**src/rtl/imm_pkg.sv**
```systemverilog
// Shared types and constants for the decode-stage immediate extension path.
// Mode encodings, MIPS opcode constants and the buffered entry layout.
package imm_pkg;

    localparam int DEPTH = 2;
    localparam int OPW   = 6;

    typedef enum logic [1:0] {
        MODE_NONE = 2'b00,
        MODE_ZERO = 2'b01,
        MODE_SIGN = 2'b10,
        MODE_LUI  = 2'b11
    } mode_e;

    localparam logic [OPW-1:0] OP_REGIMM = 6'h01;
    localparam logic [OPW-1:0] OP_BEQ    = 6'h04;
    localparam logic [OPW-1:0] OP_BNE    = 6'h05;
    localparam logic [OPW-1:0] OP_BLEZ   = 6'h06;
    localparam logic [OPW-1:0] OP_BGTZ   = 6'h07;
    localparam logic [OPW-1:0] OP_ADDI   = 6'h08;
    localparam logic [OPW-1:0] OP_ADDIU  = 6'h09;
    localparam logic [OPW-1:0] OP_SLTI   = 6'h0A;
    localparam logic [OPW-1:0] OP_SLTIU  = 6'h0B;
    localparam logic [OPW-1:0] OP_ANDI   = 6'h0C;
    localparam logic [OPW-1:0] OP_ORI    = 6'h0D;
    localparam logic [OPW-1:0] OP_XORI   = 6'h0E;
    localparam logic [OPW-1:0] OP_LUI    = 6'h0F;
    localparam logic [OPW-1:0] OP_LB     = 6'h20;
    localparam logic [OPW-1:0] OP_LH     = 6'h21;
    localparam logic [OPW-1:0] OP_LW     = 6'h23;
    localparam logic [OPW-1:0] OP_SB     = 6'h28;
    localparam logic [OPW-1:0] OP_SH     = 6'h29;
    localparam logic [OPW-1:0] OP_SW     = 6'h2B;

    typedef struct packed {
        logic [31:0] instr;
        mode_e       mode;
        logic [31:0] imm;
        logic [31:0] br_off;
    } entry_t;

    function automatic mode_e decode_mode(input logic [OPW-1:0] op);
        mode_e m;
        unique case (op)
            OP_ANDI, OP_ORI, OP_XORI: m = MODE_ZERO;
            OP_REGIMM, OP_BEQ, OP_BNE, OP_BLEZ, OP_BGTZ,
            OP_ADDI, OP_ADDIU, OP_SLTI, OP_SLTIU,
            OP_LB, OP_LH, OP_LW, OP_SB, OP_SH, OP_SW: m = MODE_SIGN;
            OP_LUI:  m = MODE_LUI;
            default: m = MODE_NONE;
        endcase
        return m;
    endfunction

    function automatic logic is_branch(input logic [OPW-1:0] op);
        return (op == OP_REGIMM) || (op >= OP_BEQ && op <= OP_BGTZ);
    endfunction

endpackage

```
**src/rtl/SignExtension_16Bit_to_32_bit.sv**
```systemverilog
// 16-to-32-bit extension unit: ext_sel=1 sign-extends, ext_sel=0 zero-extends.
module SignExtension_16Bit_to_32_bit (
    input  logic [15:0] imm16,
    input  logic        ext_sel,
    output logic [31:0] imm32
);

    assign imm32 = {{16{ext_sel & imm16[15]}}, imm16};

endmodule

```
**src/rtl/imm_skid_buffer.sv**
```systemverilog
// Two-entry FIFO with registered in_ready and flush; head entry always on dout.
module imm_skid_buffer
    import imm_pkg::*;
#(
    parameter int W = 8
) (
    input  logic         Clk,
    input  logic         Rst,
    input  logic         flush,
    input  logic         in_valid,
    input  logic [W-1:0] din,
    output logic         in_ready,
    output logic         out_valid,
    input  logic         out_ready,
    output logic [W-1:0] dout
);

    logic [1:0]   count;
    logic [1:0]   count_next;
    logic [W-1:0] e0;
    logic [W-1:0] e1;
    logic         push;
    logic         pop;

    assign push      = in_valid && in_ready;
    assign pop       = (count != 2'd0) && out_ready;
    assign out_valid = (count != 2'd0);
    assign dout      = e0;

    always_comb begin
        count_next = count;
        if (flush) begin
            count_next = 2'd0;
        end else begin
            unique case ({push, pop})
                2'b10:   count_next = count + 2'd1;
                2'b01:   count_next = count - 2'd1;
                default: count_next = count;
            endcase
        end
    end

    // e0 keeps its contents when the buffer empties so outputs hold
    always_ff @(posedge Clk) begin
        if (Rst) begin
            count    <= 2'd0;
            in_ready <= 1'b0;
            e0       <= '0;
            e1       <= '0;
        end else begin
            count    <= count_next;
            in_ready <= (count_next < 2'(DEPTH));
            if (!flush) begin
                if (pop && count == 2'd2) begin
                    e0 <= e1;
                end
                if (push) begin
                    if (count == 2'd0 || (count == 2'd1 && pop)) begin
                        e0 <= din;
                    end else begin
                        e1 <= din;
                    end
                end
            end
        end
    end

endmodule

```
**src/rtl/imm_extend_stage.sv**
```systemverilog
// Decode-stage immediate extension: opcode decode, extension unit control,
// and a two-entry skid buffer toward the ID/EX boundary.
module imm_extend_stage
    import imm_pkg::*;
(
    input  logic        Clk,
    input  logic        Rst,
    input  logic        in_valid,
    input  logic [31:0] in_instr,
    output logic        in_ready,
    input  logic        flush,
    output logic        out_valid,
    input  logic        out_ready,
    output logic [31:0] out_instr,
    output logic [1:0]  out_mode,
    output logic [31:0] out_imm,
    output logic [31:0] out_br_off
);

    logic [OPW-1:0] op;
    mode_e          mode;
    logic           ext_sel;
    logic [31:0]    ext_out;
    entry_t         din;
    entry_t         head;

    assign op      = in_instr[31:32-OPW];
    assign mode    = decode_mode(op);
    assign ext_sel = (mode == MODE_SIGN);

    SignExtension_16Bit_to_32_bit u_ext (
        .imm16   (in_instr[15:0]),
        .ext_sel (ext_sel),
        .imm32   (ext_out)
    );

    always_comb begin
        din       = '0;
        din.instr = in_instr;
        din.mode  = mode;
        unique case (mode)
            MODE_ZERO, MODE_SIGN: din.imm = ext_out;
            MODE_LUI:             din.imm = {in_instr[15:0], 16'h0000};
            default:              din.imm = '0;
        endcase
        din.br_off = is_branch(op) ? {ext_out[29:0], 2'b00} : 32'd0;
    end

    imm_skid_buffer #(
        .W ($bits(entry_t))
    ) u_buf (
        .Clk       (Clk),
        .Rst       (Rst),
        .flush     (flush),
        .in_valid  (in_valid),
        .din       (din),
        .in_ready  (in_ready),
        .out_valid (out_valid),
        .out_ready (out_ready),
        .dout      (head)
    );

    assign out_instr  = head.instr;
    assign out_mode   = head.mode;
    assign out_imm    = head.imm;
    assign out_br_off = head.br_off;

endmodule

```
**config.mk**
```make
export PLATFORM = sky130hd
export DESIGN_NAME = imm_extend_stage
export DESIGN_NICKNAME = d
export VERILOG_FILES = /design/src/rtl/imm_pkg.sv /design/src/rtl/SignExtension_16Bit_to_32_bit.sv /design/src/rtl/imm_skid_buffer.sv /design/src/rtl/imm_extend_stage.sv
export SDC_FILE = /design/constraint.sdc
export NUM_CORES = 1
export LEC_CHECK = 0
export ABC_AREA = 1
export BUFFER_PORTS_ARGS = -buffer_cell sky130_fd_sc_hd__buf_4
export CAP_MARGIN = 20
export CORE_MARGIN = 3
export CORE_UTILIZATION = 56
export CTS_CLUSTER_SIZE = 8
export DETAILED_ROUTE_END_ITERATION = 7
export PLACE_DENSITY_LB_ADDON = 0.25
export SYNTH_ARGS = -nofsm -noshare
export SYNTH_HDL_FRONTEND = slang
export SYNTH_SLANG_ARGS = --single-unit
```
**constraint.sdc**
```tcl
create_clock -name Clk -period 2.3 [get_ports Clk]
set_input_delay 0.46 -clock Clk [delete_from_list [all_inputs] [get_ports Clk]]
set_output_delay 0.46 -clock Clk [all_outputs]
set_load 0.02 [all_outputs]
```
# Word-level counts from Yosys, hierarchy flattened
# Memory sizes are Yosys's and may differ from the RTL's.
# Index checks and enable logic that the tools add are counted.
[word_totals]
regBits = 199
romBits = 128
input_bits = 37
out_inout_bits = 100
wordCells = 39
mem_count = 1
[op_classes]
add_sub_neg = 2
magnitude_cmp = 3
n_eq_ne = 8
mux = 7
bitwise = 3
n_reduce_logical = 11
[mem_list]
columns = ["name", "words", "width", "read_ports", "rd_clocked_by_memory_dff", "write_ports", "line", "text"]
rows = [
  ["(name not given)", 64, 2, 1, 0, 0, "imm_pkg.sv:44", "unique case (op)"],
]
[op_table]
columns = ["op", "n"]
rows = [
  ["$mux 98", 3],
  ["$pmux 32 s2", 1],
  ["$mux 32", 1],
  ["$eq 2x2->1 const B", 4],
  ["$eq 2x1->1 const B", 3],
  ["$eq 6x1->1 const B", 1],
  ["$ge 6x3->1 const B", 1],
  ["$le 6x3->1 const B", 1],
  ["$logic_and 1x1->1", 5],
  ["$pmux 2 s2", 1],
  ["$reduce_and 3->1", 1],
  ["$add 2x1->2 const B", 1],
  ["$logic_not 2->1", 1],
  ["$logic_or 1x1->1", 2],
  ["$lt 2x2->1 const B", 1],
  ["$mux 2", 1],
  ["$not 1->1", 2],
  ["$reduce_bool 2->1", 1],
  ["$reduce_or 2->1", 1],
  ["$sub 2x1->2 const B", 1],
  ["$and 1x1->1", 1],
]

# Depth between registers and ports, before layout
[depth]
word_depth = 6
ltp_mapped = 13
depth_no_buf = 12

# By module
# Synthesis repeated with hierarchy kept, for this count alone.
[unflattened]
hier_cells = 1812
area_unflattened_um2 = 11096.9
[by_module_without_submodules]
columns = ["module", "n_inst", "cells_each", "area_per_inst_um2", "seq_area_each_um2"]
rows = [
  ["imm_skid_buffer", 1, 1631, 10093.4, 3983.8],
  ["imm_extend_stage", 1, 148, 763.2, 0.0],
  ["SignExtension_16Bit_to_32_bit", 1, 33, 240.2, 0.0],
]

# Least setup slack after synthesis
# OpenSTA, ideal clock, no wires.
[synth_path]
path_kind = "input to register"
start = "in in_instr[27]"
end = "reg u_buf.e0[46] (netlist: u_buf.dout[46])"
setup_ns = 0.070
arrival_ns = 1.867
t_required_ns = 2.230
path_slack_ns = 0.363
cell_stages = 12
n_path_buf = 1
path_cell_list = "inv_1 > nand2_1 > nand3_1 > nand3_1 > nand2_1 > ha_1 > inv_1 > clkbuf_1 > nand3_1 > nor2_1 > a21oi_1 > a21oi_1"
[synth_lines]
columns = ["item", "line", "text"]
rows = [
  ["from (decl)", "imm_extend_stage.sv:9", "input logic [31:0] in_instr,"],
  ["to (signal assigned)", "imm_skid_buffer.sv:59", "e0 <= din;"],
  ["to (decl)", "imm_skid_buffer.sv:20", "logic [W-1:0] e0;"],
]

# Final worst setup path
[layout_path]
start = "reg u_buf.count[0]"
end = "reg u_buf.e0[65] (netlist: u_buf.dout[65])"
[layout_via]
elab_chain_len = 6
word_cells_on_any_way = 11
classes_between = "2 x eq/ne; 3 x mux; 6 x reduce/logical"
[layout_rtl]
columns = ["item", "line", "text"]
rows = [
  ["from (decl)", "imm_skid_buffer.sv:18", "logic [1:0] count;"],
  ["from (signal assigned)", "imm_skid_buffer.sv:51", "count <= count_next;"],
  ["$reduce_bool 2->1", "imm_skid_buffer.sv:26", "assign pop = (count != 2'd0) && out_ready;"],
  ["$logic_and 1x1->1", "imm_skid_buffer.sv:26", ""],
  ["$logic_and 1x1->1, on equally long branches", "imm_skid_buffer.sv:54, imm_skid_buffer.sv:58", ""],
  ["$mux 98 / $logic_or 1x1->1 (equally long branches)", "imm_skid_buffer.sv:54, imm_skid_buffer.sv:58", ""],
  ["$mux 98", "imm_skid_buffer.sv:58", "if (count == 2'd0 || (count == 2'd1 && pop)) begin"],
  ["$mux 98 *", "imm_skid_buffer.sv:57", "if (push) begin"],
]
# Mark *: on every way between the ends. The rest lies on a longest branch, timed or not.
# A chain may end at the register's enable or synchronous reset.

==> out/results.ini <==
[setup_path]
crit_path_end_kind = flip-flop
crit-reg2reg-launch = u_buf.count[0]$_SDFFE_PP0N_
critical_path_class = reg2reg
critPathMaxFanout = 31
reg2reg_depth = 10
startpoint_type = flip-flop
crit_chain = inv_1, ha_1, inv_2, nand2_1, nand2_4, inv_4, buf_12, nand3_1, nand2_1, a21oi_1
reg2reg_slack_ps = 300
worst_path_most_repeated_cell = nand2_1
arrival_ps = 2310
slowest_stage = inv_4
timing.rr.end = u_buf.dout[65]$_SDFFE_PP0N_
slowest_delay_ps = 360
cp.required_ps = 2610

[clock_network]
cts_setup_buffers = 0
ctsResizeCount = 0
root_buffer = clkbuf_16
clock_latency_ps = 430
clock-sinks = 184
cts_tree = yes
postCtsHoldBufs = 0
cts.clk_slew.worst_paths_ps = 70
cts_buffer_depth = 2
cts-buffers-inserted = 17
htreeDepth = 4

[final_layout]
mostFrequentLayoutCells = dfxtp_1, a21oi_1, o21ai_0
final_util_pct = 70.9
fin_nets = 1171
final_common_cell = dfxtp_1
num_antenna_cells = 0
layout-drive-gt1-share_pct = 18.2
fin_cells = 1315
final_cell_area_sq_um = 9430
area_growth_pct = 23.3

[floorplan]
initial_utilization_pct = 57.5
die_w_um = 123
coreArea_sq_um = 13300
die_area_sq_um = 15100
rows = 42
ioPinCount = 137
fp.dieH_um = 123

[route]
viasPerCell = 5.57
ant_nets = 0
first_pass_iters = 6
wl_mm = 20.9
routedWlPerCell_um = 15.9
drc_errors = 0
vias = 7330
dr.first_iter.drc_count = 793

[logic_synthesis]
synth_area_leaders = dfxtp_1, a21oi_1, o21ai_0
ys_ff_latch = 184
netlist_area_sq_um = 7650
syn_avg_cell_area_sq_um = 7.43
seq_area_frac_synth_pct = 48.2
synth_top_area_share_pct = 48.2
synthesis.nets = 1075
yosys.area.top_type = dfxtp_1
ys_types = 27
syn_inst = 1030
yosysWarnings = 0

[power]
power_leakage_nw = 3.99
p_per_area_nw_per_um2 = 770
ir_drop_mv = 0.665

[place]
placed_cells_incl_taps = 1283
dp_hpwl_mm = 13.1
io_buffer_count = 136
placed_area_sq_um = 8810
routabilityCongestion = 0.894

[sta]
skew_ps = 6.98
slew_viol_final = 0
setup_viol = 0
period_share_pct = 87.1
post-route-min-period_ps = 2000
clock.fmax_ghz = 0.499
setup_tns_ps = 0
worst_pin_slew_ps = 555
hold_ws_ps = 300
finalHoldViolCount = 0
relSlewSlack_pct = 62.9
rsz0062_at_grt = false

[run_status]
status = completed

[global_routing]
overflow = 0
grt_pass1_wl_mm = 33.5
grt.total_usage_pct = 28.0
grt_max_degree = 70
antenna_found_initial = 0
grt_pass1_vias = 6690

[min_path]
whs_endpoint = u_buf.e1[82]$_SDFFE_PP0P_
hold_depth = 3
min_from = in_instr[16]
hp-class = in2reg

[flow_run]
max_cap_viol_count = 0

==> how the worst max path moves through the flow <==
stage	start	endpoint	slack, ps	cells past startpoint
6_report	u_buf.count[0]$_SDFFE_PP0N_	u_buf.dout[65]$_SDFFE_PP0N_	300	10
5_1_grt	u_buf.count[0]$_SDFFE_PP0N_	u_buf.dout[75]$_SDFFE_PP0N_	160	11
4_1_cts	u_buf.count[0]$_SDFFE_PP0N_	u_buf.dout[65]$_SDFFE_PP0N_	310	10
3_5_place_dp	in_instr[28]	u_buf.dout[62]$_SDFFE_PP0N_	60	12
3_3_place_gp	in_instr[29]	u_buf.dout[49]$_SDFFE_PP0N_	130	12
2_1_floorplan	in_instr[27]	u_buf.dout[46]$_SDFFE_PP0N_	360	12
==> Yosys cell counts (all sizes together) <==
library cell	instances
a211o	1
a21oi	181
a31oi	1
buf	40
clkbuf	43
dfxtp	184
ha	8
inv	59
nand2	126
nand3	65
nand4	2
nor2	134
nor3	7
nor3b	8
o21ai	170
or2	1
==> worst max-delay path: cells and delay by family (launching register included) <==
kind | cells | cell delay, ps
buffers and inverters | 4 | 740
and+or+nand+nor | 4 | 540
AOI/OAI and AO/OA | 1 | 60
adders and majority gates | 1 | 190
DFF | 1 | 330
==> through the flow <==
| stage | power [mW] | worst slack, ps |
|---|---|---|
| final | 7.26 | 296 |
| after detailed placement | 4.22 | 60.1 |
| after global placement | 4.21 | 130 |
| after CTS | 7.27 | 312 |
| after floorplan | 3.87 | 363 |
| after global routing | 7.49 | 163 |
==> per-layer routing <==
layer | wire, um | part of all wire, % | vias to the layer above | global-route usage (%)
met5 | 0 | 0 | - | 0
met4 | 461 | 2.2 | 0 | 9.94
met3 | 1690 | 8.1 | 39 | 6.87
met2 | 9550 | 46 | 319 | 43.0
met1 | 9220 | 44 | 3350 | 38.4
li1 | - | - | 3622 | -
==> cells by family after synthesis <==
group	after synthesis	share of synthesized area (%)
AOI/OAI and AO/OA	353	23.3
and+or+nand+nor	343	18.9
DFF	184	48.2
adders and majority gates	8	1.31
buffers and inverters	142	8.31
==> state kept, by name, summed over array words and instances, names as in the netlist <==
signal	count
u_buf.count	2
u_buf.dout	98
u_buf.e1	83
u_buf.in_ready	1
==> final cells by class <==
class                           instances  area (sq um)
Timing Repair Buffer                  160          1340
Clock inverter                         14           198
Inverter                               59           225
Tap cell                              176           220
Fill cell                            1104          3860
Sequential cell                       184          3680
Multi-Input combinational cell        704          3340
Clock buffer                           18           429
==> power by group <==
group          total (mW)  internal [mW]  switching, mW
clock network        3.11           1.83           1.28
registers            3.33           3.28         0.0518
logic               0.822          0.296          0.526
total                7.26           5.40           1.86
Power figures use the tool's default switching activity.
